===== config.mk =====
export PLATFORM = sky130hd
export DESIGN_NAME = tr_step_ctrl_flat
export DESIGN_NICKNAME = d
export VERILOG_FILES = /design/src/rtl/tr_step_ctrl_if.sv /design/src/rtl/tr_step_ctrl.sv /design/src/flat_wrapper.sv
export SDC_FILE = /design/constraint.sdc
export NUM_CORES = 1
export LEC_CHECK = 0
export ABC_AREA = 0
export CORE_MARGIN = 5
export CORE_UTILIZATION = 55
export DETAILED_ROUTE_END_ITERATION = 10
export PLACE_DENSITY_LB_ADDON = 0.2
export SYNTH_ARGS = -nofsm -noshare
export SYNTH_HDL_FRONTEND = slang
export SYNTH_SLANG_ARGS = --single-unit

===== constraint.sdc =====
create_clock -name clk -period 8.7 [get_ports clk]
set_input_delay 1.74 -clock clk [delete_from_list [all_inputs] [get_ports clk]]
set_output_delay 1.74 -clock clk [all_outputs]
set_load 0.05 [all_outputs]

===== src/rtl/tr_step_ctrl_if.sv =====
// ---------------------------------------------------------------------------
// tr_step_ctrl_if
//
// Purpose: bundles the ADC-side sample strobe, the tracking configuration and
// the stepper-driver outputs of tr_step_ctrl into one interface.
//
// Handshake: data_valid is a one-cycle strobe with no backpressure (there is
// no ready). The controller takes a sample only when it is idle and
// tr_mode_enable is high. A strobe at any other time is dropped, not queued.
// The producer never waits on the controller.
//
// Signals:
//   data_valid, tr_mode_enable      strobe and tracking permit
//   x, x0, dx1, dx2                 sample, setpoint, deadband, coarse band (DW)
//   step_hi, step_lo                pulse high/low time in clk cycles (PW)
//   n_fine, n_coarse                steps per move for each band (CW)
//   drv_enable_SM, drv_step, drv_dir  stepper driver pins
//   busy, led, step_count           status
//   dbg_state                       FSM state, for observation only
//
// Modports: master = sample source / configuration owner, slave = controller.
// ---------------------------------------------------------------------------
interface tr_step_ctrl_if #(
   parameter int DW = 12,
   parameter int CW = 10,
   parameter int PW = 8
);
   logic          data_valid;
   logic          tr_mode_enable;
   logic [DW-1:0] x;
   logic [DW-1:0] x0;
   logic [DW-1:0] dx1;
   logic [DW-1:0] dx2;
   logic [PW-1:0] step_hi;
   logic [PW-1:0] step_lo;
   logic [CW-1:0] n_fine;
   logic [CW-1:0] n_coarse;

   logic          drv_enable_SM;
   logic          drv_step;
   logic          drv_dir;
   logic          busy;
   logic          led;
   logic [CW-1:0] step_count;
   logic [2:0]    dbg_state;

   modport master (
      output data_valid, tr_mode_enable, x, x0, dx1, dx2,
             step_hi, step_lo, n_fine, n_coarse,
      input  drv_enable_SM, drv_step, drv_dir, busy, led, step_count, dbg_state
   );

   modport slave (
      input  data_valid, tr_mode_enable, x, x0, dx1, dx2,
             step_hi, step_lo, n_fine, n_coarse,
      output drv_enable_SM, drv_step, drv_dir, busy, led, step_count, dbg_state
   );
endinterface


===== src/rtl/tr_step_ctrl.sv =====
// ---------------------------------------------------------------------------
// tr_step_ctrl
//
// Purpose: compares each accepted ADC sample against a setpoint using a
// deadband and a coarse band, and then drives a bounded burst of stepper
// pulses toward the setpoint. Pulse timing, direction and step count are
// latched when the sample is accepted, so a move cannot be disturbed by
// configuration changes while it runs.
//
// Ports:
//   clk   system clock
//   rst   synchronous reset, active-high
//   bus   tr_step_ctrl_if.slave: sample/config inputs, driver/status outputs
//
// Move timeline (one move of n steps):
//   SETUP (1) -> n x [STEP_HI (hi cycles), STEP_LO (lo cycles)] -> DONE (1)
// ---------------------------------------------------------------------------
module tr_step_ctrl #(
   parameter int DW = 12,
   parameter int CW = 10,
   parameter int PW = 8
) (
   input logic           clk,
   input logic           rst,
   tr_step_ctrl_if.slave bus
);

   typedef enum logic [2:0] {
      S_IDLE    = 3'd0,
      S_SETUP   = 3'd1,
      S_STEP_HI = 3'd2,
      S_STEP_LO = 3'd3,
      S_DONE    = 3'd4
   } state_t;

   state_t        state_q, state_d;
   logic [CW-1:0] n_q, n_d;        // step target of the running move
   logic [PW-1:0] hi_q, hi_d;      // latched high time, already forced >= 1
   logic [PW-1:0] lo_q, lo_d;      // latched low time, already forced >= 1
   logic [PW-1:0] tmr_q, tmr_d;    // cycles left in the current phase, minus 1
   logic [CW-1:0] cnt_q, cnt_d;    // steps issued in the current/last move
   logic          dir_q, dir_d;
   logic          led_q, led_d;

   // Error magnitude in DW+1 bits so that |x - x0| never wraps.
   logic [DW:0]   x_ext, x0_ext, abs_err;
   logic          err_pos;
   logic          in_dead;
   logic          in_fine;
   logic [CW-1:0] n_sel;
   logic [PW-1:0] hi_eff, lo_eff;
   logic          accept;

   always_comb begin
      x_ext   = {1'b0, bus.x};
      x0_ext  = {1'b0, bus.x0};
      abs_err = (x_ext >= x0_ext) ? (x_ext - x0_ext) : (x0_ext - x_ext);
      err_pos = (bus.x > bus.x0);
      in_dead = (abs_err <= {1'b0, bus.dx1});
      in_fine = (abs_err <= {1'b0, bus.dx2});
      n_sel   = in_fine ? bus.n_fine : bus.n_coarse;
      // A programmed time of 0 would give an empty phase; run it as 1 cycle.
      hi_eff  = (bus.step_hi == '0) ? PW'(1) : bus.step_hi;
      lo_eff  = (bus.step_lo == '0) ? PW'(1) : bus.step_lo;
      accept  = bus.data_valid && bus.tr_mode_enable;
   end

   // Next-state logic
   always_comb begin
      state_d = state_q;
      n_d     = n_q;
      hi_d    = hi_q;
      lo_d    = lo_q;
      tmr_d   = tmr_q;
      cnt_d   = cnt_q;
      dir_d   = dir_q;
      led_d   = led_q;

      case (state_q)
         S_IDLE: begin
            if (accept) begin
               if (in_dead) begin
                  led_d = 1'b1;
               end else begin
                  led_d = 1'b0;
                  // A zero step count leaves step_count showing the last move.
                  if (n_sel != '0) begin
                     n_d     = n_sel;
                     hi_d    = hi_eff;
                     lo_d    = lo_eff;
                     cnt_d   = '0;
                     dir_d   = err_pos;
                     state_d = S_SETUP;
                  end
               end
            end
         end

         S_SETUP: begin
            state_d = S_STEP_HI;
            cnt_d   = cnt_q + CW'(1);
            tmr_d   = hi_q - PW'(1);
         end

         S_STEP_HI: begin
            if (tmr_q == '0) begin
               state_d = S_STEP_LO;
               tmr_d   = lo_q - PW'(1);
            end else begin
               tmr_d = tmr_q - PW'(1);
            end
         end

         S_STEP_LO: begin
            if (tmr_q == '0) begin
               // Abort is only honoured here, so a pulse is never cut short.
               if ((cnt_q == n_q) || !bus.tr_mode_enable) begin
                  state_d = S_DONE;
               end else begin
                  state_d = S_STEP_HI;
                  cnt_d   = cnt_q + CW'(1);
                  tmr_d   = hi_q - PW'(1);
               end
            end else begin
               tmr_d = tmr_q - PW'(1);
            end
         end

         S_DONE: begin
            state_d = S_IDLE;
         end

         default: begin
            state_d = S_IDLE;
         end
      endcase
   end

   always_ff @(posedge clk) begin
      if (rst) begin
         state_q <= S_IDLE;
         n_q     <= '0;
         hi_q    <= '0;
         lo_q    <= '0;
         tmr_q   <= '0;
         cnt_q   <= '0;
         dir_q   <= 1'b0;
         led_q   <= 1'b0;
      end else begin
         state_q <= state_d;
         n_q     <= n_d;
         hi_q    <= hi_d;
         lo_q    <= lo_d;
         tmr_q   <= tmr_d;
         cnt_q   <= cnt_d;
         dir_q   <= dir_d;
         led_q   <= led_d;
      end
   end

   // Outputs are decoded from registered state only.
   assign bus.busy          = (state_q != S_IDLE);
   assign bus.drv_enable_SM = (state_q != S_IDLE);
   assign bus.drv_step      = (state_q == S_STEP_HI);
   assign bus.drv_dir       = dir_q;
   assign bus.led           = led_q;
   assign bus.step_count    = cnt_q;
   assign bus.dbg_state     = state_q;

endmodule


===== src/flat_wrapper.sv =====
// flat-port wrapper written by rule: the top's interface ports become plain ports
module tr_step_ctrl_flat 
#(
   parameter int DW = 12,
   parameter int CW = 10,
   parameter int PW = 8
)
  (clk, rst, bus_data_valid, bus_tr_mode_enable, bus_x, bus_x0, bus_dx1, bus_dx2, bus_step_hi, bus_step_lo, bus_n_fine, bus_n_coarse, bus_drv_enable_SM, bus_drv_step, bus_drv_dir, bus_busy, bus_led, bus_step_count, bus_dbg_state);
  tr_step_ctrl_if #(.DW(DW), .CW(CW), .PW(PW)) bus_i ();
  input logic clk;
  input logic rst;
  input wire logic [$bits(bus_i.data_valid)-1:0] bus_data_valid;
  input wire logic [$bits(bus_i.tr_mode_enable)-1:0] bus_tr_mode_enable;
  input wire logic [$bits(bus_i.x)-1:0] bus_x;
  input wire logic [$bits(bus_i.x0)-1:0] bus_x0;
  input wire logic [$bits(bus_i.dx1)-1:0] bus_dx1;
  input wire logic [$bits(bus_i.dx2)-1:0] bus_dx2;
  input wire logic [$bits(bus_i.step_hi)-1:0] bus_step_hi;
  input wire logic [$bits(bus_i.step_lo)-1:0] bus_step_lo;
  input wire logic [$bits(bus_i.n_fine)-1:0] bus_n_fine;
  input wire logic [$bits(bus_i.n_coarse)-1:0] bus_n_coarse;
  output wire logic [$bits(bus_i.drv_enable_SM)-1:0] bus_drv_enable_SM;
  output wire logic [$bits(bus_i.drv_step)-1:0] bus_drv_step;
  output wire logic [$bits(bus_i.drv_dir)-1:0] bus_drv_dir;
  output wire logic [$bits(bus_i.busy)-1:0] bus_busy;
  output wire logic [$bits(bus_i.led)-1:0] bus_led;
  output wire logic [$bits(bus_i.step_count)-1:0] bus_step_count;
  output wire logic [$bits(bus_i.dbg_state)-1:0] bus_dbg_state;
  assign bus_i.data_valid = bus_data_valid;
  assign bus_i.tr_mode_enable = bus_tr_mode_enable;
  assign bus_i.x = bus_x;
  assign bus_i.x0 = bus_x0;
  assign bus_i.dx1 = bus_dx1;
  assign bus_i.dx2 = bus_dx2;
  assign bus_i.step_hi = bus_step_hi;
  assign bus_i.step_lo = bus_step_lo;
  assign bus_i.n_fine = bus_n_fine;
  assign bus_i.n_coarse = bus_n_coarse;
  assign bus_drv_enable_SM = bus_i.drv_enable_SM;
  assign bus_drv_step = bus_i.drv_step;
  assign bus_drv_dir = bus_i.drv_dir;
  assign bus_busy = bus_i.busy;
  assign bus_led = bus_i.led;
  assign bus_step_count = bus_i.step_count;
  assign bus_dbg_state = bus_i.dbg_state;
  tr_step_ctrl #(.DW(DW), .CW(CW), .PW(PW)) u_core (.clk(clk), .rst(rst), .bus(bus_i));
endmodule

* Word-level counts from Yosys, hierarchy flattened
Cells that the tools add are included.
Widths: inputs -> output; s select.
** Word-level totals
- Bits in registers :: 49
- Bits of input ports :: 88
** Operators by class
- $add $sub $neg :: 6
- $lt $le $gt $ge :: 4
- Equal/unequal tests :: 11
- Muxes and demuxes :: 22
- Bitwise operators :: 1
- Reduce and logical (&&, ||, !) cells :: 16
** Operator list (number)
- $mux 10 :: 6
- $mux 8 :: 5
- $pmux 10 s3 :: 1
- $le 13x12->1 :: 2
- $sub 12x12->13 :: 2
- $logic_not 8->1 :: 3
- $pmux 8 s3 :: 1
- $sub 8x1->8 const B :: 3
- $mux 3 :: 6
- $mux 13 :: 1
- $ge 12x12->1 :: 1
- $gt 12x12->1 :: 1
- $pmux 3 s4 :: 1
- $add 10x1->10 const B :: 1
- $eq 10x10->1 :: 1
- $reduce_bool 10->1 :: 1
- $reduce_bool 3->1 :: 3
- $ne 2x1->1 const B :: 4
- $eq 3x2->1 const B :: 2
- $reduce_and 6->1 :: 1
- $reduce_and 5->1 :: 1
- $ne 2x2->1 const B :: 2
- $reduce_and 2->1 :: 2
- $reduce_and 4->1 :: 1
- other kinds (8) :: 8

* Depth between registers and ports, before layout
- Depth after elaboration :: 9
- Depth in mapped cells :: 23
- Depth with buffers taken out :: 19

* Worst setup path after synthesis
OpenSTA, ideal clock, no wires.
- Kind :: input-to-reg
- Start :: input bus_x0[3]
- End :: register u_core.n_q[4]
- Library setup time :: 80 ps
- Arrival time :: 6175 ps
- Slack :: 2445 ps
- Stages :: 21
- Path buffers :: 2
- Cell sequence :: inv_1 -> ha_1 -> buf_2 -> a21oi_1 -> or2b_1 -> and4bb_1 -> o21ai_1 -> mux2_2 -> a222oi_1 -> a21oi_1 -> a211oi_1 -> ha_1 -> nand3_1 -> a211oi_1 -> o21ai_0 -> a31o_2 -> nor3b_1 -> a211o_1 -> clkbuf_1 -> a21oi_1 -> a211oi_2
** Between the ends
- Word-level cells in the longest chain between the ends :: 6
- Elaborated cells between the ends (all ways) :: 10
- Classes of those cells :: add/sub: 2; order compare: 3; mux: 2; bitwise: 1; reduce/logical: 2
** Ends and longest elaborated chain
- from (decl) :: RTL line flat_wrapper.sv:15 : input wire logic [$bits(bus_i.x0)-1:0] bus_x0;
- $sub 12x12->13 or $ge 12x12->1 (tied branches) :: RTL line tr_step_ctrl.sv:57 : abs_err = (x_ext >= x0_ext) ? (x_ext - x0_ext) : (x0_ext - x_ext);
- $mux 13 * :: RTL line tr_step_ctrl.sv:57
- $le 13x12->1 :: RTL line tr_step_ctrl.sv:60 : in_fine = (abs_err <= {1'b0, bus.dx2});
- $mux 10 :: RTL line tr_step_ctrl.sv:61 : n_sel = in_fine ? bus.n_fine : bus.n_coarse;
- $reduce_bool 10->1 :: RTL line tr_step_ctrl.sv:87 : if (n_sel != '0) begin
- $reduce_and 4->1 (no source line)
- to (signal assigned) :: RTL line tr_step_ctrl.sv:151 : n_q <= n_d;
- to (decl) :: RTL line tr_step_ctrl.sv:37 : logic [CW-1:0] n_q, n_d;
Every way passes the cells marked *; elsewhere a longest branch is shown, timed or not.
A chain may end at the register's enable or synchronous reset.

* Worst setup path after layout
- Start :: input bus_x0[6]
- End :: register u_core.dir_q, in the netlist u_core.bus.drv_dir
** Between the ends
- Word-level cells in the longest chain between the ends :: 6
- Elaborated cells between the ends (all ways) :: 11
- Classes of those cells :: add/sub: 2; order compare: 4; mux: 2; bitwise: 1; reduce/logical: 2
** Ends and longest elaborated chain
- $sub 12x12->13 or $ge 12x12->1 (tied branches) :: RTL line tr_step_ctrl.sv:57
- $mux 13 :: RTL line tr_step_ctrl.sv:57
- $le 13x12->1 :: RTL line tr_step_ctrl.sv:60
- $mux 10 :: RTL line tr_step_ctrl.sv:61
- $reduce_bool 10->1 :: RTL line tr_step_ctrl.sv:87
- $reduce_and 4->1 (no source line)
- to (signal assigned) :: RTL line tr_step_ctrl.sv:156 : dir_q <= dir_d;
- to (decl) :: RTL line tr_step_ctrl.sv:42 : logic dir_q, dir_d;
Parallel ways exist; a longest one is shown, timed or not.

==> qor.txt <==
Status: completed
Die Y-Extent: 104 um
Setup WS post-layout: 0.964 ns
Core Box Area: 0.00864 mm2
Finished Layout Cells: 819
Final period util: 88.9%
Avg WL per Cell: 16.3 um
PostCTS Resize Cnt: 0
Later-pin clock latency in the skew report: 0.30 ns
Worst-margin pin slew: 1.17 ns
GRT busiest layer: met2
First drt pass iteration count: 5
Final Hold Vio Count: 0
Initial Util: 55.9%
Setup violators final: 0
Worst setup SP type: primary input
Synth cell types: 66
# IOs: 106
Vias/cell: 6.05
Die width: 104 um
Synth Register Bits: 49
Clk sink count: 49
Data required time of the worst path: 8.90 ns
Die area: 0.0107 mm2
Placer's final routability congestion estimate: 0.915
Pre-CTS setup slack: 0.700 ns
Synth cell count leaders: inv_1 (64), a21oi_1 (62), ha_1 (53)
Reg area: 981 um2
Clock period minus worst slack: 7.74 ns
Layout cell share with drive strength beyond 1: 5.06%
Drt total wl: 13300 um
Worst-path clk slew: 0.09 ns
Port Buffer Count: 105
Worst hold path stage count: 2
Synth top area share: 20.3%
Slew HR: 21.6%
Hold_ws: 0.465 ns
Final Net Count: 853
Max Clock Freq: 0.129 GHz
Initial antenna violation count: 0
Antenna Cells: 0
Remaining Overflow, GRT: 0
Fin. max-slew vios: 0
Power density over the cells: 183 mW/mm2
Number of global-route vias before repair: 4744
Layout fillers: 718
Syn_nets: 773
Mapped Area: 0.00482 mm2
Synth Instances: 630
Post-CTS Hold Fix Bufs: 0
Top post-synthesis cells by area: dfxtp_1 (20%), ha_1 (14%), a21oi_1 (6.4%), inv_1 (5.0%), nand3_1 (3.8%)
Multi-input logic area: 0.00342 mm2
Crit path max-delay family: compound AO/OA/AOI/OAI gates
Post-synth EDFFs: 0
CTS tree: done
Critical path depth: 19
Crit-path cells: clkdlybuf4s50_1 -> inv_1 -> ha_1 -> a211oi_1 -> o21bai_1 -> o2111ai_1 -> o21a_1 -> mux2_2 -> a221o_1 -> a31oi_1 -> xnor2_1 -> ha_1 -> a211o_1 -> a2111oi_0 -> a211o_1 -> nor3b_1 -> a211oi_4 -> nor2_2 -> a41o_1
First-pass GRT wire length: 21900 um
Leakage: 2.54 nW
Worst R2R Path Depth: 8
Post-CTS Setup Repair Bufs: 0
Total track usage: 23.5%
Area leader, netlist: dfxtp_1
Iter 0 DRT Violations: 208
Pin count of the biggest net entering global routing: 44
CP peak stage delay: 0.69 ns
WS Path Type: in -> reg
Peak supply drop: 0.0913 mV
Slowest CP cell: a211oi_4
H-tree Lvls: 2
Max Root-Sink Buffers: 2
DRC Markers: 0
Met3 usage: 3.36%
DPL Wire Length: 10600 um
Worst Path Buf+Inv: 2
Async S/R FF share, synth: 0%
Max Clock Skew: 0.00916 ns
GR Util met2: 42.9%
RSZ-0062 raised after global routing: false
Worst-path fanout max: 19
Top-count cell post-synth: inv_1
Final TNS setup: 0 ns
YS warnings: 0
Vias: 4957
CTS Root Cell: clkbuf_8
PnR Total Power: 0.00109 W
Synth Flop Type: dfxtp_1
Grt met1 use: 27.2%
Area grow syn2layout: 23.7%
Mean Syn Cell Area: 7.66 um2
Placed insts: 811
Cts bufs inserted: 5
Max_cap viols: 0
Std cell rows: 34
CP Capture Type: register
Min-Delay Path Class: reg -> reg
Arrival @ worst endpoint: 7.94 ns
ANT nets after route: 0
Post-synthesis sequential area ratio: 20.3%
## metrics by stage
step / util [%] / instance area (um2)
after floorplan: - / 4820
after global placement: 67.8 / 5850
after detailed placement: 67.8 / 5850
after CTS: 69.1 / 5970
after global routing: 69.1 / 5970
final: 69.1 / 5970
## kinds of logic (layout without fill, tap and decap cells)
logic type / Yosys count / after routing / share of synthesized area [%]
mux: 19 / 19 / 4.05
buf+inv: 99 / 180 / 8.72
compound gates: 186 / 186 / 25.3
flops: 49 / 49 / 20.3
xor+xnor: 35 / 35 / 6.36
simple gates: 187 / 187 / 20.6
fa+ha+maj: 55 / 55 / 14.6
## cells in the final DEF, fill, tap and decap left out, drive strengths merged, types with 3 or more instances in the layout
master,count
a31oi,6
o22ai,8
o21a,3
nand3b,5
inv,64
or2,3
and3,4
nor3,13
dfxtp,49
nor3b,3
o31ai,3
o211ai,5
xor2,18
nor4b,3
a211o,3
o211a,5
mux2,4
nor4,16
xnor2,17
nand2b,5
and2,4
nand3,37
nand2,33
clkbuf,7
ha,53
nor2,37
clkdlybuf4s50,105
o21ai,46
nand4,8
a21oi,62
or3,8
a41oi,4
mux2i,15
nor2b,5
buf,3
a211oi,22
## sequential cells by signal, summed over array words and instances, names as in the netlist
register and cells:
u_core.hi_q 8, u_core.bus.dbg_state 3, u_core.bus.led 1, u_core.bus.drv_dir 1
u_core.lo_q 8, u_core.n_q 10, u_core.tmr_q 8, u_core.bus.step_count 10
## layer usage
metal | share of wire [%] | vias up
met1 | 40 | 2325
met4 | 3.3 | 0
met3 | 4.7 | 37
met5 | 0 | -
met2 | 52 | 158
li1 | - | 2437
## report_power, final
group          switching [W]  internal, W
logic               0.000366     0.000263
registers          0.0000391     0.000256
clock network      0.0000764    0.0000938
## path summary, 6_finish.rpt
kind,slack [ns],start,to
setup / recovery,0.96,bus_x0[6],u_core.bus.drv_dir
hold / removal,0.46,u_core.bus.led,u_core.bus.led
setup reg to reg,5.99,u_core.tmr_q[2],u_core.bus.step_count[6]
hold reg to reg,0.46,u_core.bus.led,u_core.bus.led
## worst register-to-register path, stage by stage (launching register included)
cell and delay [ns]:
dfxtp_1 0.39, nor4_1 0.35, nor2b_1 0.32, nand3b_1 0.18, nand2_1 0.14, nand3b_1 0.46
nand2b_1 0.35, or3_1 0.37, o211ai_1 0.09
## cell type report
cell class / instances / share of cell area (%)
tap: 108 / 2.26
sequential: 49 / 16.4
inverter: 64 / 4.03
clock inverter: 1 / 0.503
clock buffer: 7 / 1.45
multi-input combinational: 482 / 57.3
timing repair buffer: 108 / 18.0
Power figures use the tool's default switching activity.
